<file path="src/rtl/axis_pkg.sv">
// axis_pkg: shared helpers for the AXI-Stream FIFO.
//   keep_width     - tstrb/tkeep width for a given tdata width
//   beat_width     - total packed width of one stored beat
//   depth_is_legal - DEPTH must be a power of two and at least 2
package axis_pkg;

  function automatic int unsigned keep_width(input int unsigned data_w);
    return (data_w + 7) / 8;
  endfunction

  // Packed beat layout (MSB to LSB):
  // tdata, tstrb, tkeep, tlast, tid, tdest, tuser, twakeup
  function automatic int unsigned beat_width(input int unsigned data_w,
                                             input int unsigned id_w,
                                             input int unsigned dest_w,
                                             input int unsigned user_w);
    return data_w + 2 * keep_width(data_w) + 1 + id_w + dest_w + user_w + 1;
  endfunction

  function automatic bit depth_is_legal(input int unsigned depth);
    return (depth >= 2) && ((depth & (depth - 1)) == 0);
  endfunction

endpackage

</file>
<file path="src/rtl/axis_if.sv">
// AXIS_IF: AXI-Stream bundle.
//   Master modport drives tvalid and the payload and samples tready.
//   Slave modport samples tvalid and the payload and drives tready.
interface AXIS_IF #(
  parameter int unsigned TDATA_WIDTH = 8,
  parameter int unsigned TID_WIDTH   = 8,
  parameter int unsigned TDEST_WIDTH = 4,
  parameter int unsigned TUSER_WIDTH = 1
);
  localparam int unsigned TKEEP_WIDTH = axis_pkg::keep_width(TDATA_WIDTH);

  logic                   tvalid;
  logic                   tready;
  logic [TDATA_WIDTH-1:0] tdata;
  logic [TKEEP_WIDTH-1:0] tstrb;
  logic [TKEEP_WIDTH-1:0] tkeep;
  logic                   tlast;
  logic [TID_WIDTH-1:0]   tid;
  logic [TDEST_WIDTH-1:0] tdest;
  logic [TUSER_WIDTH-1:0] tuser;
  logic                   twakeup;

  modport Master (
    output tvalid, tdata, tstrb, tkeep, tlast, tid, tdest, tuser, twakeup,
    input  tready
  );

  modport Slave (
    input  tvalid, tdata, tstrb, tkeep, tlast, tid, tdest, tuser, twakeup,
    output tready
  );

endinterface

</file>
<file path="src/rtl/axis_fifo_ram.sv">
// axis_fifo_ram: simple dual-port storage, one synchronous write port and
// one asynchronous read port. Contents are never reset.
//   i_clk     - write clock
//   i_wr_en   - write strobe
//   i_wr_addr - write address
//   i_wr_data - write data
//   i_rd_addr - read address
//   o_rd_data - read data (combinational from i_rd_addr)
module axis_fifo_ram #(
  parameter int unsigned WIDTH  = 8,
  parameter int unsigned DEPTH  = 16,
  parameter int unsigned ADDR_W = $clog2(DEPTH)
) (
  input  logic              i_clk,
  input  logic              i_wr_en,
  input  logic [ADDR_W-1:0] i_wr_addr,
  input  logic [WIDTH-1:0]  i_wr_data,
  input  logic [ADDR_W-1:0] i_rd_addr,
  output logic [WIDTH-1:0]  o_rd_data
);

  logic [WIDTH-1:0] r_mem [DEPTH];

  always_ff @(posedge i_clk) begin
    if (i_wr_en) begin
      r_mem[i_wr_addr] <= i_wr_data;
    end
  end

  assign o_rd_data = r_mem[i_rd_addr];

endmodule

</file>
<file path="src/rtl/axis_fifo.sv">
// axis_fifo: first-word-fall-through AXI-Stream FIFO.
//   clk    - clock, rising edge
//   rst    - synchronous active-high reset
//   s_axis - input stream (all sideband fields stored)
//   m_axis - output stream, oldest beat presented while count != 0
//   count  - beats currently stored
//   full   - count == DEPTH
//   empty  - count == 0
module axis_fifo
  import axis_pkg::*;
#(
  parameter int unsigned DEPTH        = 16,
  parameter bit          TKEEP_ENABLE = 1'b1
) (
  input  logic                   clk,
  input  logic                   rst,
  AXIS_IF.Slave                  s_axis,
  AXIS_IF.Master                 m_axis,
  output logic [$clog2(DEPTH):0] count,
  output logic                   full,
  output logic                   empty
);

  localparam int unsigned PtrW  = $clog2(DEPTH);
  localparam int unsigned DataW = s_axis.TDATA_WIDTH;
  localparam int unsigned IdW   = s_axis.TID_WIDTH;
  localparam int unsigned DestW = s_axis.TDEST_WIDTH;
  localparam int unsigned UserW = s_axis.TUSER_WIDTH;
  localparam int unsigned KeepW = keep_width(DataW);
  localparam int unsigned BeatW = beat_width(DataW, IdW, DestW, UserW);

  localparam logic [PtrW:0] FullCount = (PtrW + 1)'(DEPTH);

  if (!depth_is_legal(DEPTH)) begin : g_bad_depth
    $error("axis_fifo: DEPTH must be a power of two and at least 2");
  end

  if ((s_axis.TDATA_WIDTH != m_axis.TDATA_WIDTH) ||
      (s_axis.TID_WIDTH   != m_axis.TID_WIDTH)   ||
      (s_axis.TDEST_WIDTH != m_axis.TDEST_WIDTH) ||
      (s_axis.TUSER_WIDTH != m_axis.TUSER_WIDTH)) begin : g_bad_if
    $error("axis_fifo: s_axis and m_axis parameters differ");
  end

  logic [PtrW-1:0]  r_wr_ptr;
  logic [PtrW-1:0]  r_rd_ptr;
  logic [PtrW:0]    r_count;
  logic [PtrW:0]    w_count_d;
  logic             r_s_ready;
  logic             w_s_ready_d;
  logic             w_wr;
  logic             w_rd;
  logic [BeatW-1:0] w_wr_beat;
  logic [BeatW-1:0] w_rd_beat;

  logic [DataW-1:0] w_rd_data;
  logic [KeepW-1:0] w_rd_strb;
  logic [KeepW-1:0] w_rd_keep;
  logic             w_rd_last;
  logic [IdW-1:0]   w_rd_id;
  logic [DestW-1:0] w_rd_dest;
  logic [UserW-1:0] w_rd_user;
  logic             w_rd_wakeup;

  // Status is forced to the reset view while rst is high so that nothing
  // is offered or accepted in the reset cycle itself.
  assign count = rst ? '0 : r_count;
  assign full  = (count == FullCount);
  assign empty = (count == '0);

  // tready comes from a flop holding "not full next cycle"; m_axis.tready
  // never reaches it combinationally.
  assign s_axis.tready = r_s_ready & ~rst;
  assign m_axis.tvalid = ~empty;

  assign w_wr = s_axis.tvalid & s_axis.tready;
  assign w_rd = m_axis.tvalid & m_axis.tready;

  always_comb begin
    w_count_d = r_count;
    unique case ({w_wr, w_rd})
      2'b10:   w_count_d = r_count + 1'b1;
      2'b01:   w_count_d = r_count - 1'b1;
      default: w_count_d = r_count;
    endcase
  end

  assign w_s_ready_d = (w_count_d != FullCount);

  always_ff @(posedge clk) begin
    if (rst) begin
      r_wr_ptr  <= '0;
      r_rd_ptr  <= '0;
      r_count   <= '0;
      r_s_ready <= 1'b1;
    end else begin
      // Pointers are exactly log2(DEPTH) bits, so they wrap naturally.
      if (w_wr) begin
        r_wr_ptr <= r_wr_ptr + 1'b1;
      end
      if (w_rd) begin
        r_rd_ptr <= r_rd_ptr + 1'b1;
      end
      r_count   <= w_count_d;
      r_s_ready <= w_s_ready_d;
    end
  end

  assign w_wr_beat = {s_axis.tdata, s_axis.tstrb, s_axis.tkeep, s_axis.tlast,
                      s_axis.tid, s_axis.tdest, s_axis.tuser, s_axis.twakeup};

  axis_fifo_ram #(
    .WIDTH (BeatW),
    .DEPTH (DEPTH),
    .ADDR_W(PtrW)
  ) u_ram (
    .i_clk    (clk),
    .i_wr_en  (w_wr),
    .i_wr_addr(r_wr_ptr),
    .i_wr_data(w_wr_beat),
    .i_rd_addr(r_rd_ptr),
    .o_rd_data(w_rd_beat)
  );

  assign {w_rd_data, w_rd_strb, w_rd_keep, w_rd_last,
          w_rd_id, w_rd_dest, w_rd_user, w_rd_wakeup} = w_rd_beat;

  assign m_axis.tdata   = w_rd_data;
  assign m_axis.tstrb   = w_rd_strb;
  assign m_axis.tkeep   = TKEEP_ENABLE ? w_rd_keep : '1;
  assign m_axis.tlast   = w_rd_last;
  assign m_axis.tid     = w_rd_id;
  assign m_axis.tdest   = w_rd_dest;
  assign m_axis.tuser   = w_rd_user;
  assign m_axis.twakeup = w_rd_wakeup;

endmodule

</file>
<file path="src/flat_wrapper.sv">
// flat-port wrapper written by rule: the top's interface ports become plain ports
module axis_fifo_flat import axis_pkg::*;
#(
  parameter int unsigned DEPTH        = 16,
  parameter bit          TKEEP_ENABLE = 1'b1
)
  (clk, rst, count, full, empty, s_axis_tvalid, s_axis_tdata, s_axis_tstrb, s_axis_tkeep, s_axis_tlast, s_axis_tid, s_axis_tdest, s_axis_tuser, s_axis_twakeup, s_axis_tready, m_axis_tvalid, m_axis_tdata, m_axis_tstrb, m_axis_tkeep, m_axis_tlast, m_axis_tid, m_axis_tdest, m_axis_tuser, m_axis_twakeup, m_axis_tready);
  AXIS_IF #(.TDATA_WIDTH(8), .TID_WIDTH(4), .TDEST_WIDTH(3), .TUSER_WIDTH(2)) s_axis_i ();
  AXIS_IF #(.TDATA_WIDTH(8), .TID_WIDTH(4), .TDEST_WIDTH(3), .TUSER_WIDTH(2)) m_axis_i ();
  input  logic clk;
  input  logic rst;
  output logic [$clog2(DEPTH):0] count;
  output logic full;
  output logic empty;
  input wire logic [$bits(s_axis_i.tvalid)-1:0] s_axis_tvalid;
  input wire logic [$bits(s_axis_i.tdata)-1:0] s_axis_tdata;
  input wire logic [$bits(s_axis_i.tstrb)-1:0] s_axis_tstrb;
  input wire logic [$bits(s_axis_i.tkeep)-1:0] s_axis_tkeep;
  input wire logic [$bits(s_axis_i.tlast)-1:0] s_axis_tlast;
  input wire logic [$bits(s_axis_i.tid)-1:0] s_axis_tid;
  input wire logic [$bits(s_axis_i.tdest)-1:0] s_axis_tdest;
  input wire logic [$bits(s_axis_i.tuser)-1:0] s_axis_tuser;
  input wire logic [$bits(s_axis_i.twakeup)-1:0] s_axis_twakeup;
  output wire logic [$bits(s_axis_i.tready)-1:0] s_axis_tready;
  output wire logic [$bits(m_axis_i.tvalid)-1:0] m_axis_tvalid;
  output wire logic [$bits(m_axis_i.tdata)-1:0] m_axis_tdata;
  output wire logic [$bits(m_axis_i.tstrb)-1:0] m_axis_tstrb;
  output wire logic [$bits(m_axis_i.tkeep)-1:0] m_axis_tkeep;
  output wire logic [$bits(m_axis_i.tlast)-1:0] m_axis_tlast;
  output wire logic [$bits(m_axis_i.tid)-1:0] m_axis_tid;
  output wire logic [$bits(m_axis_i.tdest)-1:0] m_axis_tdest;
  output wire logic [$bits(m_axis_i.tuser)-1:0] m_axis_tuser;
  output wire logic [$bits(m_axis_i.twakeup)-1:0] m_axis_twakeup;
  input wire logic [$bits(m_axis_i.tready)-1:0] m_axis_tready;
  assign s_axis_i.tvalid = s_axis_tvalid;
  assign s_axis_i.tdata = s_axis_tdata;
  assign s_axis_i.tstrb = s_axis_tstrb;
  assign s_axis_i.tkeep = s_axis_tkeep;
  assign s_axis_i.tlast = s_axis_tlast;
  assign s_axis_i.tid = s_axis_tid;
  assign s_axis_i.tdest = s_axis_tdest;
  assign s_axis_i.tuser = s_axis_tuser;
  assign s_axis_i.twakeup = s_axis_twakeup;
  assign s_axis_tready = s_axis_i.tready;
  assign m_axis_tvalid = m_axis_i.tvalid;
  assign m_axis_tdata = m_axis_i.tdata;
  assign m_axis_tstrb = m_axis_i.tstrb;
  assign m_axis_tkeep = m_axis_i.tkeep;
  assign m_axis_tlast = m_axis_i.tlast;
  assign m_axis_tid = m_axis_i.tid;
  assign m_axis_tdest = m_axis_i.tdest;
  assign m_axis_tuser = m_axis_i.tuser;
  assign m_axis_twakeup = m_axis_i.twakeup;
  assign m_axis_i.tready = m_axis_tready;
  axis_fifo #(.DEPTH(DEPTH), .TKEEP_ENABLE(TKEEP_ENABLE)) u_core (.clk(clk), .rst(rst), .s_axis(s_axis_i), .m_axis(m_axis_i), .count(count), .full(full), .empty(empty));
endmodule
</file>
<file path="config.mk">
export PLATFORM = sky130hd
export DESIGN_NAME = axis_fifo_flat
export DESIGN_NICKNAME = d
export VERILOG_FILES = /design/src/rtl/axis_pkg.sv /design/src/rtl/axis_if.sv /design/src/rtl/axis_fifo_ram.sv /design/src/rtl/axis_fifo.sv /design/src/flat_wrapper.sv
export SDC_FILE = /design/constraint.sdc
export NUM_CORES = 1
export LEC_CHECK = 0
export CAP_MARGIN = 10
export CORE_AREA = 2 2 184 186
export CTS_CLUSTER_SIZE = 8
export DETAILED_ROUTE_END_ITERATION = 10
export DIE_AREA = 0 0 186 188
export PLACE_DENSITY = 0.57
export SETUP_SLACK_MARGIN = 0.4
export SLEW_MARGIN = 20
export SYNTH_ARGS = -nofsm -noshare
export SYNTH_HDL_FRONTEND = slang
export SYNTH_HIERARCHICAL = 1
export SYNTH_SLANG_ARGS = --single-unit
</file>
<file path="constraint.sdc">
create_clock -name clk -period 3.6 [get_ports clk]
set_clock_uncertainty 0.05 [all_clocks]
set_input_delay 0.36 -clock clk [delete_from_list [all_inputs] [get_ports clk]]
set_output_delay 0.36 -clock clk [all_outputs]
set_load 0.01 [all_outputs]
</file>
==> impl_metrics.toml, run 1 <==
[routing]
drcViolationCount = 0
dr_total_vias = 6695
firstDrtPassIters = 5
wl_per_cell_microns = 24.2
drt-initial-drc-count = 469
ant_nets = 0
vias_per_cell = 5.52
finalWirelength_microns = 29300

[setup_path]
worst_ep_arrival_time_ps = 2700
critPathKind = "reg2out"
crit_path_end_kind = "output pin"
worstPathRequired_ps = 3190
cp_max_fo = 14
cp-start-kind = "flop"

[logic_synthesis]
synth_nets = 668
synth_flop_cell = "edfxtp_1"
synth_edf_count = 336
avgSynthCellArea_sq_um = 21.6
synth_top_area_share_pct = 73.5
synthCells = 636
synth_area_leaders = "edfxtp_1 (73%), mux4_2 (7.7%), mux4_1 (7.1%)"
yosysMostFrequentCell = "edfxtp_1"
ys_ff_latch = 350
synth_top_area_cell = "edfxtp_1"
netlist-cell-type-count = 42
seq_area_frac_synth_pct = 75.5
netlist_area_sq_mm = 0.0137
yosys-top-cells-count = "edfxtp_1 (336), mux4_2 (47), a22oi_1 (42)"
synth-async-reset-ratio_pct = 0
synth_warnings = 6

[placement]
place_area_sq_mm = 0.0150
dp_cells = 1144
numPortBuffers = 54
gp_congestion = 0.739
hpwl_microns = 16600

[floorplanning]
start_util_pct = 41.5
dieArea_sq_mm = 0.0350
die_h_microns = 188
die_w_microns = 186
ios = 55
core_area_sq_mm = 0.0331
rows = 67

[global_route]
grtUsageTotal_pct = 16.8
grt_pass1_vias = 7023
gr-total-overflow = 0
antenna_found_initial = 0
grt_max_degree = 39
grt_pass1_wl_microns = 42900

[timing]
setup_viol = 0
rsz0062_at_grt = "yes"
drv_slew = 0
fin_crit_ps = 3110
tightestPinTransition_ps = 692
fin_setup_tns_ps = 0
fmax_ghz = 0.322
finalHoldViolCount = 0
max_slew_margin_pct = 53.6
post-route-period-util_pct = 86.4

[cts]
cts.sinks = 350
cts_made_buffers = 49
clk_pin_slew_ps = 50
cts_tree = "yes"
max-clock-path-buffers = 3
cts_root_buf = "clkbuf_16"
insertion_delay_ps = 540
htreeDepth = 2

[flow_run]
maxCapViolations = 0

[cells_and_area]
area_delta_synth_final_pct = 19.9
num_antenna_cells = 0
stdcell_area_sq_mm = 0.0165
final_cells = 1213
layout-drive-gt1-share_pct = 22.0
final_nets = 786
fill_cells = 2622

[hold_path]
hold_path_class = "in2reg"

[pwr]
irDropWorstVdd_mv = 0.330
p_leak_nw = 5.23
p_per_area_mw_per_mm2 = 565

[status]
outcome = "finished, final reports clean"
critical path: stages (launching register included):
cell and delay [ps]:
dfxtp_4 470, buf_12 140, clkbuf_16 190, mux4_1 560
a22oi_1 230, nand2_1 80, clkdlybuf4s50_1 480
registers in the layout, summed over array words and instances, names as in the netlist:
name	count
u_core/r_wr_ptr	4
u_core/r_s_ready	1
u_core/r_rd_ptr	4
u_core/u_ram/r_mem	336
u_core/r_count	5
cells by family after synthesis:
logic type / count (synthesis) / share of synthesized area (%)
xor+xnor: 8 / 0.510
mux: 87 / 15.0
simple gates: 91 / 3.32
compound gates: 57 / 3.08
buf+inv: 36 / 1.87
fa+ha+maj: 7 / 0.692
flops: 350 / 75.5
final timing paths:
check,to,cells past startpoint,startpoint,slack [ps]
min reg2reg,u_core/r_count[2]$_SDFF_PP0_,2,u_core/r_count[2]$_SDFF_PP0_,540
max reg2reg,u_core/r_count[4]$_SDFF_PP0_,8,u_core/r_count[0]$_SDFF_PP0_,750
max,m_axis_tstrb,6,u_core/r_rd_ptr[0]$_SDFFE_PP0P_,490
min,u_core/r_count[1]$_SDFF_PP0_,3,rst,520
placed cells by master, fill, tap and decap left out, types with 3 or more instances in the layout:
cell             synthesis  routed
dfxtp_1                 14      12
nor2_2                   0      13
mux4_1                  37      37
xnor2_1                  5       5
nor3_2                   1       5
nor2b_1                  8       6
nor3b_1                  4       4
buf_4                    0      32
clkbuf_16                0      53
xor2_1                   3       3
a21oi_1                  7       7
nand4_1                  4       4
mux4_2                  47      47
a22oi_1                 42      42
nor2_1                  27      14
nand3_1                  3       3
inv_1                    5       5
nand2_1                 26      26
clkdlybuf4s50_1          0      54
nand3b_1                 3       3
nand2b_1                 3       3
edfxtp_1               336     336
ha_1                     6       6
clkbuf_1                12      10
buf_12                   6       5
power breakdown:
| part | total, mW | switching, mW | internal [mW] |
|---|---|---|---|
| logic | 0.746 | 0.342 | 0.403 |
| clock network | 4.01 | 1.52 | 2.50 |
| registers | 4.55 | 0.0391 | 4.51 |
layer usage:
metal / up-vias / track usage [%] / part of all wire, %
li1: 2911 / - / -
met1: 3554 / 22.6 / 43
met2: 184 / 28.0 / 51
met3: 46 / 2.93 / 4.3
met4: 0 / 4.94 / 1.9
met5: - / 0 / 0
through the flow:
stage	hold slack (ps)	utilization (%)	setup WS, ps	total power [mW]
after detailed placement	542	45.3	389	5.33
after global placement	516	45.3	522	5.30
after global routing	542	49.7	382	9.62
after CTS	509	49.4	439	9.37
final	519	49.7	491	9.31
after floorplan	409	-	406	5.09
final cells by class:
cell class	instances	area (sq um)	area share [%]
Timing Repair Buffer	98	1030	6.24
Clock buffer	61	1310	7.98
Clock inverter	1	8.76	0.0532
Inverter	5	18.8	0.114
Multi-Input combinational cell	250	3160	19.2
Tap cell	448	561	3.40
Sequential cell	350	10400	63.0
repair_timing:
action | in CTS | in global routing
endpoints found under the setup margin | 19 | 4
hold buffers | 0 | 0
cloned | 0 | 2
resized for setup | 3 | 2
pin swaps | 0 | 0
hold endpoints to repair | 0 | 0
setup buffers | 2 | 3
(Power assumes the default switching activity.)
==> run 2: changes to the inputs <==
--- a/config.mk
+++ b/config.mk
@@ -6,12 +6,13 @@
 export NUM_CORES = 1
 export LEC_CHECK = 0
 export CAP_MARGIN = 10
-export CORE_AREA = 2 2 184 186
+export CORE_AREA = 2 2 206 167
 export CTS_CLUSTER_SIZE = 8
 export DETAILED_ROUTE_END_ITERATION = 10
-export DIE_AREA = 0 0 186 188
+export DIE_AREA = 0 0 208 169
 export PLACE_DENSITY = 0.57
 export SETUP_SLACK_MARGIN = 0.4
+export SKIP_CTS_REPAIR_TIMING = 1
 export SLEW_MARGIN = 20
 export SYNTH_ARGS = -nofsm -noshare
 export SYNTH_HDL_FRONTEND = slang
==> run 2 against run 1 <==
  * First-iteration DRC count increased by 8.5%
  * Routed wire length is 1.2% higher
  * Critical path depth did not move
  * Clock power rose by 1%
  * Sequential power barely moved
  * Non-clock buffer count up 8
  * Combinational power is 2% lower
  * Critical path type unchanged
  * Highest routed layer is now met5
==> impl_metrics.toml, run 2 (synthesis results as in run 1) <==
[setup_path]
crit_path_end_kind = "output pin"
worstPathRequired_ps = 3190
cp_max_fo = 6
cp-start-kind = "flop"
reg2regPathDepth = 8
critPathKind = "reg2out"
worst_ep_arrival_time_ps = 2720

[hold_path]
hold_path_class = "in2reg"
holdPathStages = 2

[placement]
hpwl_microns = 17100
place_area_sq_mm = 0.0150
numPortBuffers = 54
pre_cts_ws_ps = 414
dp_cells = 1132
gp_congestion = 0.778

[floorplanning]
core_area_sq_mm = 0.0332
die_h_microns = 169
rows = 60
start_util_pct = 41.4
dieArea_sq_mm = 0.0352
ios = 55
die_w_microns = 208

[cells_and_area]
num_antenna_cells = 0
area_delta_synth_final_pct = 20.7
stdcell_area_sq_mm = 0.0166
mostFrequentLayoutCells = "edfxtp_1 (336), clkdlybuf4s50_1 (54), clkbuf_16 (51)"
fill_cells = 2669
largest_register_ffs = 336
final_cells = 1217
layout_commonest_cell = "edfxtp_1"
layout-drive-gt1-share_pct = 22.7
registers.top_by_ff_count = "u_core/u_ram/r_mem"
final_nets = 794
reg_top3 = "u_core/u_ram/r_mem x336, u_core/r_count x5"

[routing]
vias_per_cell = 5.56
drcViolationCount = 0
firstDrtPassIters = 5
drt-initial-drc-count = 509
dr_total_vias = 6762
ant_nets = 0
finalWirelength_microns = 29700
wl_per_cell_microns = 24.4

[timing]
setup_viol = 0
drv_slew = 0
max_slew_margin_pct = 61.5
tightestPinTransition_ps = 577
fin_setup_tns_ps = 0
setup_slack_ps = 472
fmax_ghz = 0.320
fin_crit_ps = 3130
finalHoldViolCount = 0
post-route-period-util_pct = 86.9
rsz0062_at_grt = "yes"

[pwr]
p_leak_nw = 5.28
p_per_area_mw_per_mm2 = 564
irDropWorstVdd_mv = 0.349

[global_route]
grt_pass1_wl_microns = 43500
grt_max_degree = 44
antenna_found_initial = 1
grt_pass1_vias = 7187
gr-total-overflow = 0
grtUsageTotal_pct = 16.8

[flow_run]
maxCapViolations = 0

[cts]
cts_tree = "yes"
clk_pin_slew_ps = 50
max-clock-path-buffers = 3
cts_root_buf = "clkbuf_16"
htreeDepth = 2
cts_made_buffers = 49
insertion_delay_ps = 540
cts.sinks = 350

[status]
outcome = "finished, final reports clean"
[run 2: changes by cell type in the layout (fill, tap and decap cells not counted), moves of 2 or more]
cell       change
clkbuf_1      +10
buf_4          +7
buf_12         +3
clkbuf_16      -2
[run 2: where the power goes]
part / switching, mW / internal, mW / total, mW
sequential: 0.0383 / 4.51 / 4.55
combinational: 0.341 / 0.390 / 0.731
clock: 1.56 / 2.51 / 4.07
[run 2: final timing paths]
path | start | endpoint | slack (ps)
max | u_core/r_rd_ptr[0]$_SDFFE_PP0P_ | m_axis_tdest[1] | 470
min | rst | u_core/r_count[0]$_SDFF_PP0_ | 530
max reg2reg | u_core/r_count[0]$_SDFF_PP0_ | u_core/r_count[4]$_SDFF_PP0_ | 760
min reg2reg | u_core/r_count[2]$_SDFF_PP0_ | u_core/r_count[2]$_SDFF_PP0_ | 530
[run 2: critical path, stage by stage, from the launching register on]
cell and delay, ps:
dfxtp_4 480, buf_2 230, buf_4 150, mux4_1 540
a22oi_1 160, nand2_1 120, clkdlybuf4s50_1 490
[run 2: through the flow]
| stage | utilization [%] | power (mW) | hold slack (ps) |
|---|---|---|---|
| finish | 49.9 | 9.35 | 525 |
| global route | 49.9 | 9.70 | 525 |
| CTS | 49.4 | 9.43 | 488 |
| detailed placement | 45.3 | 5.33 | 521 |
| global placement | 45.3 | 5.30 | 517 |
| floorplan | - | 5.09 | 409 |
[run 2: metal layers]
layer  wire, microns  GRT usage (%)  share of wire (%)
met1           12600           22.1                 42
met2           14700           28.4                 50
met3            1760           3.64                5.9
met4             604           4.78                2.0
met5              13              0              0.044
[run 2: area by class of cell]
class / count / area, sq um / area share, %
Tap cell: 434 / 543 / 3.28
Inverter: 5 / 18.8 / 0.113
Sequential cell: 350 / 10400 / 62.6
Multi-Input combinational cell: 250 / 3170 / 19.2
Clock inverter: 2 / 36.3 / 0.219
Clock buffer: 70 / 1330 / 8.00
Timing Repair Buffer: 106 / 1090 / 6.60
==> run 3: changes to the inputs <==
--- a/config.mk
+++ b/config.mk
@@ -5,11 +5,12 @@
 export SDC_FILE = /design/constraint.sdc
 export NUM_CORES = 1
 export LEC_CHECK = 0
+export ABC_CLOCK_PERIOD_IN_PS = 3600
 export CAP_MARGIN = 10
-export CORE_AREA = 2 2 206 167
+export CORE_AREA = 4 4 208 169
 export CTS_CLUSTER_SIZE = 8
 export DETAILED_ROUTE_END_ITERATION = 10
-export DIE_AREA = 0 0 208 169
+export DIE_AREA = 0 0 212 173
 export PLACE_DENSITY = 0.57
 export SETUP_SLACK_MARGIN = 0.4
 export SKIP_CTS_REPAIR_TIMING = 1
==> run 3 against run 2 <==
  * Total power is 0.50% lower
  * First-iteration DRC count grew 15%
  * Cell area is 0.11% lower
  * Critical endpoint is now m_axis_tdata[5]
==> impl_metrics.toml, run 3 (synthesis results as in run 1) <==
[floorplanning]
die_w_microns = 212
core_area_sq_mm = 0.0333
ios = 55
rows = 60
start_util_pct = 41.3
dieArea_sq_mm = 0.0367
die_h_microns = 173

[cts]
cts_tree = "yes"
cts_made_buffers = 49
clk_pin_slew_ps = 50
insertion_delay_ps = 540
cts_root_buf = "clkbuf_16"
htreeDepth = 2
cts.sinks = 350
max-clock-path-buffers = 3

[setup_path]
path_depth = 7
crit_end = "m_axis_tdata[5]"
crit_path_end_kind = "output pin"
rrSetupSlack_ps = 700
cp_cell_sequence = "buf_4 > buf_4 > buf_4 > mux4_1 > a22oi_1 > nand2_1 > clkdlybuf4s50_1"
r2r_start = "u_core/r_count[0]$_SDFF_PP0_"
cp_top_family = "buffers and inverters"
r2r_end = "u_core/r_count[4]$_SDFF_PP0_"
cp_slowest_stage_delay_ps = 540
worst_ep_arrival_time_ps = 2680
reg2regPathDepth = 8
crit_top_cell = "buf_4"
worst-path-buf-inv = 4
cp_max_fo = 6
cp_slowest_cell = "mux4_1"
critPathKind = "reg2out"
worstPathRequired_ps = 3190
cp-start-kind = "flop"
critPathLaunch = "u_core/r_rd_ptr[0]$_SDFFE_PP0P_"

[cells_and_area]
largest_register_ffs = 336
final_util_pct = 49.8
layout_commonest_cell = "edfxtp_1"
stdcell_area_sq_mm = 0.0166
mostFrequentLayoutCells = "edfxtp_1 (336), clkdlybuf4s50_1 (54), clkbuf_16 (51)"
reg_top3 = "u_core/u_ram/r_mem x336, u_core/r_count x5"
final_cells = 1201
final_nets = 789
area_delta_synth_final_pct = 20.5
num_antenna_cells = 0
registers.top_by_ff_count = "u_core/u_ram/r_mem"
fill_cells = 2642
layout-drive-gt1-share_pct = 22.4

[timing]
fmax_ghz = 0.323
drv_slew = 0
fin_crit_ps = 3090
setup_viol = 0
rsz0062_at_grt = "no"
finalHoldViolCount = 0
max_slew_margin_pct = 56.2
post-route-period-util_pct = 85.9
fin_setup_tns_ps = 0
tightestPinTransition_ps = 657

[routing]
drt-initial-drc-count = 584
dr_wl_met2_microns = 15100
dr_total_vias = 6759
dr.max_layer_used = "met4"
vias_per_cell = 5.63
ant_nets = 0
met1Wirelength_microns = 12200
finalWirelength_microns = 29800
firstDrtPassIters = 5
met3_length_microns = 1880
drcViolationCount = 0
wl_per_cell_microns = 24.8

[placement]
dp_cells = 1126
numPortBuffers = 54
place_area_sq_mm = 0.0151
hpwl_microns = 16800
gp_congestion = 0.722

[global_route]
gr-total-overflow = 0
grt_pass1_vias = 7101
grt_pass1_wl_microns = 43800
antenna_found_initial = 0
grtUsageTotal_pct = 16.0
grt_max_degree = 38

[pwr]
p_per_area_mw_per_mm2 = 562
irDropWorstVdd_mv = 0.482
p_leak_nw = 5.26

[status]
outcome = "finished, final reports clean"

[flow_run]
maxCapViolations = 0

[hold_path]
hold_path_class = "in2reg"
-- run 3: final cells by class --
type                    count  area, sq um  share of cell area (%)
flip-flops and latches    350        10400                    62.7
multi-input cells         250         3160                    19.1
clock buffers              60         1320                    7.98
repair buffers            101         1120                    6.77
well taps                 434          543                    3.28
inverters                   5         18.8                   0.113
clock inverters             1         8.76                  0.0529
-- run 3: worst min-delay path: cells and delay by family --
kind | cells | cell delay, ps
and+or+nand+nor | 2 | 120
buffers and inverters | 1 | 450
xor gates and xnor gates | 1 | 130
AOI/OAI and AO/OA | 1 | 40
-- run 3: how the worst min path moves through the flow --
stage / from / endpoint / slack, ps / depth (start not counted)
global route: rst / u_core/r_wr_ptr[3]$_SDFFE_PP0P_ / 570 / 2
finish: m_axis_tready / u_core/r_rd_ptr[2]$_SDFFE_PP0P_ / 560 / 5
global placement: u_core/r_count[2]$_SDFF_PP0_ / u_core/r_count[2]$_SDFF_PP0_ / 520 / 2
detailed placement: u_core/r_rd_ptr[3]$_SDFFE_PP0P_ / u_core/r_rd_ptr[3]$_SDFFE_PP0P_ / 550 / 2
CTS: m_axis_tready / u_core/r_rd_ptr[2]$_SDFFE_PP0P_ / 540 / 5
floorplan: s_axis_twakeup / u_core/u_ram/r_mem[0][0]$_DFFE_PP_ / 410 / 0
-- run 3: power breakdown --
group,leakage [nW],internal (mW),switching [mW],total (mW)
clock network,0.650,2.51,1.49,4.00
logic,1.47,0.406,0.348,0.754
registers,3.14,4.51,0.0335,4.55
total,5.26,7.43,1.88,9.30
-- run 3: stage by stage --
step	hold WS (ps)	setup slack, ps	power, mW
finish	557	508	9.30
detailed placement	552	323	5.32
CTS	537	167	9.36
floorplan	409	406	5.09
global route	575	392	9.66
global placement	519	495	5.30
-- run 3: layer usage --
layer / GRT usage (%) / up-vias
met3: 2.97 / 57
met1: 21.6 / 3519
met2: 26.8 / 247
met5: 0 / -
li1: - / 2936
met4: 4.40 / 0
